### src/rtl/read_stream_cmd_scheduler.sv
// Streams a strided read job as 128-byte-aligned read commands, gated by a
// returning-credit counter, and pulses done once every credit is back.
module read_stream_cmd_scheduler #(
    parameter int unsigned ARRAY_SIZE      = 4,
    parameter int unsigned ARRAY_SIZE_BITS = 32,
    parameter int unsigned CREDITS         = 16
) (
    input  logic                       clock,
    input  logic                       rstn,
    input  logic                       enabled,
    input  logic                       cfg_valid,
    input  logic [63:0]                cfg_addr,
    input  logic [ARRAY_SIZE_BITS-1:0] cfg_count,
    input  logic                       credit_in,
    input  logic                       cmd_ready,
    output logic                       cmd_valid,
    output logic [63:0]                cmd_addr,
    output logic [11:0]                cmd_size,
    output logic [7:0]                 cmd_tag,
    output logic                       busy,
    output logic                       done
);

    localparam int unsigned SHIFT   = $clog2(ARRAY_SIZE);
    localparam int unsigned BYTES_W = ARRAY_SIZE_BITS + 8;
    localparam logic [ARRAY_SIZE_BITS-1:0] ELEMS_PER_CMD = ARRAY_SIZE_BITS'(128 / ARRAY_SIZE);
    localparam logic [7:0] CREDIT_FULL = 8'(CREDITS);

    typedef enum logic [2:0] {
        S_RESET,
        S_IDLE,
        S_SET,
        S_START,
        S_FINAL
    } state_t;

    state_t                     state_q, state_d;
    logic [ARRAY_SIZE_BITS-1:0] remaining_q, remaining_d;
    logic [7:0]                 credits_q, credits_d;
    logic                       cmd_valid_d;
    logic [63:0]                cmd_addr_d;
    logic [11:0]                cmd_size_d;
    logic [7:0]                 cmd_tag_d;
    logic                       busy_d;
    logic                       done_d;
    logic                       accept;
    logic                       credit_ret;
    logic [ARRAY_SIZE_BITS-1:0] step;
    logic                       unused_addr_lsbs;

    // Job addresses are line aligned; the low address bits are dropped.
    assign unused_addr_lsbs = ^cfg_addr[6:0];

    // 0 for an empty remainder, 128 when a full line remains, else next power of two.
    function automatic logic [11:0] size_of(input logic [ARRAY_SIZE_BITS-1:0] rem);
        logic [BYTES_W-1:0] bytes;
        logic [11:0]        sz;
        bytes = BYTES_W'(rem) << SHIFT;
        sz    = 12'd0;
        if (bytes > BYTES_W'(128)) begin
            sz = 12'd128;
        end else if (bytes != '0) begin
            for (int i = 7; i >= 0; i--) begin
                if (bytes <= (BYTES_W'(1) << i)) begin
                    sz = 12'(1) << i;
                end
            end
        end
        return sz;
    endfunction

    assign accept     = cmd_valid & cmd_ready;
    assign credit_ret = credit_in && (credits_q != CREDIT_FULL);
    assign step       = (remaining_q < ELEMS_PER_CMD) ? remaining_q : ELEMS_PER_CMD;

    // Next-state and next-output logic.
    always_comb begin
        state_d     = state_q;
        remaining_d = remaining_q;
        credits_d   = credits_q - 8'(accept) + 8'(credit_ret);
        cmd_valid_d = cmd_valid;
        cmd_addr_d  = cmd_addr;
        cmd_size_d  = cmd_size;
        cmd_tag_d   = cmd_tag;
        done_d      = 1'b0;

        if (accept) begin
            remaining_d = remaining_q - step;
            cmd_addr_d  = cmd_addr + 64'd128;
            cmd_tag_d   = cmd_tag + 8'd1;
            cmd_valid_d = 1'b0;
        end

        case (state_q)
            S_RESET: state_d = S_IDLE;
            S_IDLE: begin
                if (enabled && cfg_valid) begin
                    cmd_addr_d  = {cfg_addr[63:7], 7'b0};
                    remaining_d = cfg_count;
                    cmd_tag_d   = 8'd0;
                    state_d     = S_SET;
                end
            end
            S_SET: state_d = (remaining_q == '0) ? S_FINAL : S_START;
            S_START: begin
                // A presented command is only replaced once it has been taken.
                if (!cmd_valid || accept) begin
                    if (remaining_d == '0) begin
                        state_d = S_FINAL;
                    end else if (enabled && credits_d != 8'd0) begin
                        cmd_valid_d = 1'b1;
                        cmd_size_d  = size_of(remaining_d);
                    end
                end
            end
            S_FINAL: begin
                if (credits_q == CREDIT_FULL) begin
                    state_d = S_IDLE;
                    done_d  = 1'b1;
                end
            end
            default: state_d = S_RESET;
        endcase

        busy_d = (state_d != S_IDLE) && (state_d != S_RESET);
    end

    always_ff @(posedge clock or negedge rstn) begin
        if (!rstn) begin
            state_q     <= S_RESET;
            remaining_q <= '0;
            credits_q   <= CREDIT_FULL;
            cmd_valid   <= 1'b0;
            cmd_addr    <= 64'd0;
            cmd_size    <= 12'd0;
            cmd_tag     <= 8'd0;
            busy        <= 1'b0;
            done        <= 1'b0;
        end else begin
            state_q     <= state_d;
            remaining_q <= remaining_d;
            credits_q   <= credits_d;
            cmd_valid   <= cmd_valid_d;
            cmd_addr    <= cmd_addr_d;
            cmd_size    <= cmd_size_d;
            cmd_tag     <= cmd_tag_d;
            busy        <= busy_d;
            done        <= done_d;
        end
    end

endmodule

### config.mk
export PLATFORM = sky130hd
export DESIGN_NAME = read_stream_cmd_scheduler
export DESIGN_NICKNAME = d
export VERILOG_FILES = /design/src/rtl/read_stream_cmd_scheduler.sv
export SDC_FILE = /design/constraint.sdc
export NUM_CORES = 1
export LEC_CHECK = 0
export CAP_MARGIN = 40
export CORE_UTILIZATION = 33
export CTS_CLUSTER_DIAMETER = 80
export DETAILED_ROUTE_END_ITERATION = 10
export PLACE_DENSITY = 0.62
export REMOVE_ABC_BUFFERS = 1
export SLEW_MARGIN = 25
export SYNTH_ARGS = -nofsm -noshare
export SYNTH_HDL_FRONTEND = slang
export SYNTH_SLANG_ARGS = --single-unit
### constraint.sdc
create_clock -name clock -period 7.22 [get_ports clock]
set_clock_uncertainty 0.05 [all_clocks]
set_input_delay 1.444 -clock clock [delete_from_list [all_inputs] [get_ports clock]]
set_output_delay 1.444 -clock clock [all_outputs]
set_load 0.05 [all_outputs]
* Yosys cells after proc, flatten, opt, wreduce, memory -nomap -nowiden
Cells that the tools add are included.
** Operators by class
- Multiplexer cells :: 33
- Add/subtract/negate cells :: 5
- $lt $le $gt $ge :: 10
- Bitwise operators :: 2
- Reduce and logical (&&, ||, !) cells :: 13
- Equal/unequal tests :: 7
** Operator list (number)
- $mux W64 :: 3
- $mux W32 :: 4
- $mux W12 :: 9
- $add A64 B8 Y64 const B :: 1
- $logic_not A32 Y1 :: 2
- $reduce_bool A40 Y1 :: 1
- $gt A34 B8 Y1 const B :: 1
- $le A34 B1 Y1 const B :: 1
- $le A34 B2 Y1 const B :: 1
- $le A34 B3 Y1 const B :: 1
- $le A34 B4 Y1 const B :: 1
- $le A34 B5 Y1 const B :: 1
- $le A34 B6 Y1 const B :: 1
- $le A34 B7 Y1 const B :: 1
- $le A34 B8 Y1 const B :: 1
- $lt A32 B6 Y1 const B :: 1
- $mux W8 :: 4
- $sub A32 B32 Y32 :: 1
- $mux W3 :: 5
- $pmux W3 S5 :: 1
- $add A8 B1 Y8 :: 1
- $add A8 B1 Y8 const B :: 1
- $eq A8 B5 Y1 const B :: 1
- $ne A8 B5 Y1 const B :: 1
- other kinds (15) :: 25
** Word-level totals
- Word-level logic and storage cells :: 79
- Bits in registers :: 130
- Input bits :: 102

* Depth between registers and ports, before layout
Gate-level depths: netlist of run 1.
- Word-level depth :: 15
- Depth in mapped cells :: 18
- Mapped depth without buffers :: 18

* Worst setup path after synthesis of run 1
OpenSTA, ideal clock, no wires.
- Kind :: input-to-reg
- Start point :: input cmd_ready
- End point :: register cmd_size[3]
- Stages :: 17
- Arrival :: 4.972 ns
- Library setup time :: 0.122 ns
- Setup slack :: 2.076 ns
- Buffers on the path :: 1
- Cell sequence :: nand2_1 -> inv_1 -> clkbuf_1 -> ha_1 -> inv_1 -> ha_1 -> inv_1 -> fa_1 -> nand2b_1 -> a21oi_1 -> nor2_1 -> xnor2_1 -> or4b_2 -> o311a_1 -> and2_1 -> and4_4 -> a32o_1
** RTL lines
- start: declaration :: RTL line 15 : input logic cmd_ready,
- $and A1 B1 Y1 :: RTL line 72 : assign accept = cmd_valid & cmd_ready;
- $sub A8 B1 Y8 :: RTL line 80 : credits_d = credits_q - 8'(accept) + 8'(credit_ret);
- $add A8 B1 Y8 :: RTL line 80
- net credits_d[4] :: RTL line 39 : logic [7:0] credits_q, credits_d;
- $reduce_bool A8 Y1 :: RTL line 110 : end else if (enabled && credits_d != 8'd0) begin
- $logic_and A1 B1 Y1 :: RTL line 110
- $reduce_and A4 Y1 (no line)
- end signal: assignment :: RTL line 145 : cmd_size <= cmd_size_d;
- end: declaration :: RTL line 18 : output logic [11:0] cmd_size,
The timed path passes the listed nets, and every way through them passes these cells.
A chain may end at the register's enable or synchronous reset.

* Worst setup path in the final report of run 1
- Start point :: input cmd_ready
- End point :: register cmd_size[4]
Same word-level chain as after synthesis.

==> results.sh, run 1 <==
export IMPL_synth_top_cell_by_area="dfrtp_1"
export IMPL_diodes=0
export IMPL_crit_path_end="cmd_size[4]"
export IMPL_core_rowCount=51
export IMPL_clockPowerShare_pct=19.6
export IMPL_io_pins=189
export IMPL_route_detailed_drc=0
export IMPL_fin_crit_sh_pct=77.4
export IMPL_rrSetupSlack_ns=2.16
export IMPL_ys_top_cells_by_count="117 x dfrtp_1, 116 x nand2_1, 86 x o21ai_0, 60 x nor2_1, 47 x xor2_1"
export IMPL_synth_ff_type="dfrtp_1"
export IMPL_yosysMostFrequentCell="dfrtp_1"
export IMPL_end_kind="flop"
export IMPL_placed_cells=1173
export IMPL_grt_pass1_wl_mm=28.4
export IMPL_grt_max_degree=79
export IMPL_tritoncts="yes"
export IMPL_start_kind="input pin"
export IMPL_overflow=0
export IMPL_cp_cell_sequence="clkdlybuf4s50_1, nand2_1, inv_1, buf_4, ha_1, inv_1, ha_1, inv_1, fa_1, nand2b_1, a21oi_1, nor2_1, xnor2_1, or4b_2, o311a_1, and2_1, and4_4, a32o_1"
export IMPL_ys_warn_count=0
export IMPL_cts_resized_gates=0
export IMPL_gp_congestion=0.871
export IMPL_area_delta_synth_final_pct=37.0
export IMPL_die_width_microns=145
export IMPL_drt_total_wl_mm=17.8
export IMPL_async_flop_share_pct=100
export IMPL_clk_pin_slew_worst_paths_ns=0.06
export IMPL_drv_cap=0
export IMPL_grt_pass1_vias=5567
export IMPL_power_density_mw_per_mm2=436
export IMPL_wl_per_cell_microns=14.7
export IMPL_htreeDepth=4
export IMPL_hpwlAfterDp_mm=12.9
export IMPL_nets=1046
export IMPL_clockRootBuffer="clkbuf_16"
export IMPL_grt_usage_pct=17.6
export IMPL_cts_hold_buf=0
export IMPL_seqPwrFrac_pct=32.4
export IMPL_crit_required_ns=7.47
export IMPL_peakVddDrop_v=0.000153
export IMPL_stdcell_count=1208
export IMPL_port_buffers=169
export IMPL_tightest_slew_ns=0.767
export IMPL_p_sw_uw=1830
export IMPL_synthTopCellsByArea="dfrtp_1 44%, nand2_1 6.5%, o21ai_0 6.4%"
export IMPL_routed_via_density=4.93
export IMPL_dr_pass1_iters=4
export IMPL_antenna_found_initial=0
export IMPL_crit_top_cell="inv_1"
export IMPL_hold_path_class="reg -> reg"
export IMPL_netlist_area_sq_mm=0.00671
export IMPL_ys_seq_elements=118
export IMPL_cts_buffers_inserted=17
export IMPL_final_max_slew_viol_count=0
export IMPL_coreArea_sq_mm=0.0197
export IMPL_r2r_worst_path_cells=14
export IMPL_place_ws_ns=1.24
export IMPL_p_leak_uw=0.00353
export IMPL_synthCells=765
export IMPL_fmax_ghz=0.179
export IMPL_p_int_uw=2170
export IMPL_netlist_area_leader_share_pct=43.7
export IMPL_regToRegStartpoint="remaining_q[20]"
export IMPL_pwr_share_comb_pct=48.0
export IMPL_path_max_fanout=11
export IMPL_clk_latency_ns=0.42
export IMPL_drive_above_1_share_pct=6.04
export IMPL_vias=5957
export IMPL_clockBufferDepth=2
export IMPL_ys_types=67
export IMPL_cts_setup_buffers=0
export IMPL_worst_path_max_delay_cell="or4b_2"
export IMPL_rsz0062_at_grt="no"
export IMPL_layout_min_cycle_time_ns=5.59
export IMPL_maxSlewHeadroom_pct=48.9
export IMPL_postRouteAntennaNets=0
export IMPL_initial_core_util_pct=34.0
export IMPL_cts_sinks=118
export IMPL_crit_type="in -> reg"
export IMPL_hold_violations=0
export IMPL_critPathLaunch="cmd_ready"
export IMPL_crit_arrival_ns=5.85
export IMPL_die_y_microns=145
export IMPL_max_stage_delay_ns=0.69
export IMPL_status="complete, no violations"
export IMPL_reg2reg_to="state_q[0]"
export IMPL_setup_viol=0
export IMPL_drt_iter0_drc=245
export IMPL_layout_setup_ws_ns=1.63
export IMPL_postSynthAreaPerCell_sq_um=8.77
export IMPL_ys_seq_area_share_pct=44.0
export IMPL_die_area_sq_mm=0.0209
export IMPL_synth_edff_count=0
export IMPL_swShare_pct=45.8
## sequential cells by signal, summed over array words and instances (netlist names)
register	count
done	1
busy	1
credits_q	8
cmd_tag	8
state_q	3
remaining_q	32
cmd_size	7
cmd_addr	57
cmd_valid	1
## worst min path at each step
stage | start | to | slack (ns) | cells past startpoint
after floorplan | credits_q[0] | credits_q[0] | 0.45 | 1
after global placement | cmd_size[0] | cmd_size[0] | 0.43 | 1
after detailed placement | cmd_size[0] | cmd_size[0] | 0.44 | 1
after CTS | cmd_size[0] | cmd_size[0] | 0.45 | 1
after global routing | cmd_size[0] | cmd_size[0] | 0.46 | 1
final | cmd_size[0] | cmd_size[0] | 0.45 | 1
## metrics by stage
step	instance area (sq um)	setup TNS, ns	total power, uW	util (%)	hold slack (ns)
floorplan	6530	-145.20	2570	-	0.452
global placement	8600	0	3200	43.6	0.431
detailed placement	8600	0	3230	43.6	0.436
CTS	9150	0	4030	46.4	0.451
global route	9190	0	4280	46.6	0.464
finish	9190	0	4000	46.6	0.448
## cell families (layout without fill, tap and decap cells)
family / Yosys count / after routing / synth area share (%)
buffers and inverters: 66 / 233 / 4.50
multiplexers: 3 / 3 / 0.466
XOR/XNOR: 80 / 80 / 10.4
adder cells (fa/ha/maj): 14 / 14 / 2.72
AO/OA/AOI/OAI: 148 / 148 / 12.8
other: 2 / 13 / 0.112
AND/OR/NAND/NOR: 334 / 334 / 24.9
flip-flops: 118 / 118 / 44.0
## layer usage
layer  vias to the layer above  part of all wire [%]  global-route usage (%)
li1                       2987                     -                       -
met1                      2803                    47                    23.7
met2                       153                    47                    28.0
met3                        14                   4.7                    3.94
met4                         0                   1.1                    5.65
met5                         -                     0                       0
## layout make-up
type                       instances  area [sq um]
fill                            1916         10500
multi-input combinational        592          3500
sequential                       118          2950
timing repair buffer             178          1770
clock buffer                      22           464
tap                              265           332
inverter                          23          86.3
clock inverter                    10          80.1
## worst max-delay path: cells and delay by family
family / cells / cell delay, ns
and+or+nand+nor: 6 / 1.68
buffers and inverters: 5 / 1.03
adders and majority gates: 3 / 0.81
AOI/OAI and AO/OA: 3 / 0.74
xor gates and xnor gates: 1 / 0.13
## cell usage in the layout, fill, tap and decap left out, types with 3 or more instances in the layout
cell type,netlist,layout
dfrtp_1,117,117
clkbuf_16,0,17
nor2_1,60,60
a31oi_1,9,9
or3_1,12,12
clkinv_2,0,7
buf_4,12,7
inv_1,23,23
nand4_1,18,18
and3_1,8,8
or4_1,8,8
and4_1,8,8
o21a_1,3,3
a21oi_1,18,18
and2_1,6,6
ha_1,13,13
conb_1,2,13
o31ai_1,5,5
nor4_1,12,12
nand2b_1,5,5
nand3b_1,3,3
nand3_1,35,35
xnor2_1,33,33
nand2_1,116,116
nor3_1,18,17
clkdlybuf4s50_1,0,168
a21o_1,3,3
clkbuf_1,29,3
xor2_1,47,47
o21ai_0,86,86
or2_2,6,6
## power by group through the flow
stage | sequential, uW | combinational [uW] | clock [uW]
3_3_place_gp | 1290 | 1900 | 0
4_1_cts | 1300 | 1930 | 804
5_1_grt | 1360 | 2090 | 840
3_5_place_dp | 1300 | 1930 | 0
6_report | 1300 | 1920 | 784
2_1_floorplan | 1820 | 750 | 0
(Power assumes the default switching activity.)
==> run 2, diff against run 1 <==
--- a/config.mk
+++ b/config.mk
@@ -9,7 +9,7 @@
 export CORE_UTILIZATION = 33
 export CTS_CLUSTER_DIAMETER = 80
 export DETAILED_ROUTE_END_ITERATION = 10
-export PLACE_DENSITY = 0.62
+export PLACE_DENSITY = 0.64
 export REMOVE_ABC_BUFFERS = 1
 export SLEW_MARGIN = 25
 export SYNTH_ARGS = -nofsm -noshare
==> constraint.sdc (replaced) <==
create_clock -name clock -period 4.97 [get_ports clock]
set_clock_uncertainty 0.05 [all_clocks]
set_input_delay 0.994 -clock clock [delete_from_list [all_inputs] [get_ports clock]]
set_output_delay 0.994 -clock clock [all_outputs]
set_load 0.05 [all_outputs]
==> results.sh, run 2 (synthesis results as in run 1) <==
export IMPL_hold_violations=0
export IMPL_vias=6009
export IMPL_crit_top_cell="inv_1"
export IMPL_diodes=0
export IMPL_fin_crit_sh_pct=90.4
export IMPL_grt_usage_pct=18.1
export IMPL_dr_pass1_iters=5
export IMPL_holdPathEnd="cmd_size[0]"
export IMPL_clk_latency_ns=0.41
export IMPL_start_kind="input pin"
export IMPL_final_common_cell="clkdlybuf4s50_1"
export IMPL_reg2reg_to="cmd_size[4]"
export IMPL_r2r_worst_path_cells=17
export IMPL_path_buf_inv=4
export IMPL_overflow=0
export IMPL_finalCoreUtilization_pct=47.3
export IMPL_worst_path_max_delay_cell="or4b_2"
export IMPL_die_width_microns=145
export IMPL_die_y_microns=145
export IMPL_critical_path_top_delay_family="simple AND/OR/NAND/NOR gates"
export IMPL_setup_viol=0
export IMPL_max_stage_delay_ns=0.67
export IMPL_maxSlewHeadroom_pct=51.3
export IMPL_coreArea_sq_mm=0.0197
export IMPL_area_delta_synth_final_pct=39.2
export IMPL_io_pins=189
export IMPL_core_rowCount=51
export IMPL_layout_setup_ws_ns=0.476
export IMPL_routed_via_density=4.95
export IMPL_path_max_fanout=4
export IMPL_drt_iter0_drc=324
export IMPL_place_ws_ns=0.0571
export IMPL_hpwlAfterDp_mm=13.1
export IMPL_wl_per_cell_microns=15.1
export IMPL_mostFrequentLayoutCells="168 x clkdlybuf4s50_1, 117 x dfrtp_1, 116 x nand2_1"
export IMPL_drive_above_1_share_pct=6.95
export IMPL_stdcell_count=1215
export IMPL_grt_max_degree=85
export IMPL_fmax_ghz=0.223
export IMPL_layout_min_cycle_time_ns=4.49
export IMPL_cts_resized_gates=0
export IMPL_nets=1053
export IMPL_grt_pass1_wl_mm=29.3
export IMPL_port_buffers=169
export IMPL_regToRegStartpoint="credits_q[4]"
export IMPL_tritoncts="yes"
export IMPL_cts_hold_buf=0
export IMPL_placed_cells=1183
export IMPL_end_kind="flop"
export IMPL_clockRootBuffer="clkbuf_16"
export IMPL_crit_required_ns=5.22
export IMPL_rrSetupSlack_ns=0.65
export IMPL_gp_congestion=0.835
export IMPL_antenna_found_initial=0
export IMPL_initial_core_util_pct=34.0
export IMPL_htreeDepth=4
export IMPL_clk_pin_slew_worst_paths_ns=0.06
export IMPL_p_leak_uw=0.00360
export IMPL_cts_buffers_inserted=17
export IMPL_power_total_uw=6080
export IMPL_rsz0062_at_grt="no"
export IMPL_cts_setup_buffers=0
export IMPL_tightest_slew_ns=0.730
export IMPL_largest_register_ffs=57
export IMPL_status="complete, no violations"
export IMPL_clockBufferDepth=2
export IMPL_grt_pass1_vias=5703
export IMPL_hold_depth=1
export IMPL_top_regs="cmd_addr (57), remaining_q (32)"
export IMPL_hold_path_class="reg -> reg"
export IMPL_peakVddDrop_v=0.000212
export IMPL_postRouteAntennaNets=0
export IMPL_top_register="cmd_addr"
export IMPL_route_detailed_drc=0
export IMPL_die_area_sq_mm=0.0209
export IMPL_drt_total_wl_mm=18.3
export IMPL_drv_cap=0
export IMPL_crit_arrival_ns=4.74
export IMPL_cp_cell_sequence="clkdlybuf4s50_1, nand2_1, inv_1, ha_1, inv_1, ha_1, inv_1, fa_1, nand2b_1, a21oi_1, nor2_1, xnor2_1, or4b_2, o311a_1, and2_1, and4_4, a32o_1"
export IMPL_cts_sinks=118
export IMPL_final_max_slew_viol_count=0
export IMPL_min_delay_start="cmd_size[0]"
export IMPL_power_density_mw_per_mm2=651
export IMPL_crit_type="in -> reg"
-- run 2: per-stage QoR --
| step | hold slack, ns | setup TNS (ns) | area (sq um) |
|---|---|---|---|
| final | 0.446 | 0 | 9340 |
| after global routing | 0.466 | 0 | 9340 |
| after CTS | 0.452 | 0 | 9340 |
| after detailed placement | 0.436 | 0 | 8680 |
| after global placement | 0.429 | 0 | 8670 |
| after floorplan | 0.452 | -294.60 | 6530 |
-- run 2: where the power goes --
part,total [uW],switching (uW),internal [uW]
logic,2810,1740,1070
clock network,1380,461,916
registers,1890,499,1390
-- run 2: cell type report --
cell class | instances | area (sq um)
fill | 1883 | 10400
multi-input combinational | 592 | 3500
sequential | 118 | 2950
timing repair buffer | 185 | 1810
clock buffer | 20 | 457
tap | 265 | 332
clock inverter | 12 | 200
inverter | 23 | 86.3
-- run 2: layer usage --
layer / wire length, microns / global-route usage (%) / up-vias / share of wire [%]
met5: 0 / 0 / - / 0
met4: 145 / 4.38 / 0 / 0.79
met3: 1010 / 4.44 / 11 / 5.5
met2: 8720 / 29.6 / 169 / 48
met1: 8450 / 24.0 / 2832 / 46
li1: - / - / 2997 / -
-- run 2: worst reg2reg max path, stage by stage, from the launching register on --
cell      delay, ns
dfstp_2        0.53
ha_1           0.23
nand4_1        0.19
nand2_1        0.14
ha_1           0.23
inv_1          0.05
ha_1           0.15
inv_1          0.05
fa_1           0.39
nand2b_1       0.16
a21oi_1        0.18
nor2_1         0.07
xnor2_1        0.13
or4b_2         0.67
o311a_1        0.33
and2_1         0.18
and4_4         0.20
a32o_1         0.25
-- run 2: worst max-delay path by stage --
stage              start            to  slack, ns  cells after the start
6_report       cmd_ready   cmd_size[4]       0.48                     17
4_1_cts        cmd_ready   cmd_size[4]       0.47                     17
2_1_floorplan    enabled  cmd_addr[10]      -3.67                      3
3_5_place_dp   cmd_ready   cmd_size[4]       0.06                     17
3_3_place_gp   cmd_ready   cmd_size[4]       0.08                     17
5_1_grt        cmd_ready   cmd_size[4]       0.24                     17
==> run 3, diff against run 2 <==
--- a/config.mk
+++ b/config.mk
@@ -11,6 +11,7 @@
 export DETAILED_ROUTE_END_ITERATION = 10
 export PLACE_DENSITY = 0.64
 export REMOVE_ABC_BUFFERS = 1
+export SKIP_CTS_REPAIR_TIMING = 1
 export SLEW_MARGIN = 25
 export SYNTH_ARGS = -nofsm -noshare
 export SYNTH_HDL_FRONTEND = slang
==> results of run 3 <==
No change in the layout: final DEF, timing and power equal those of run 2.
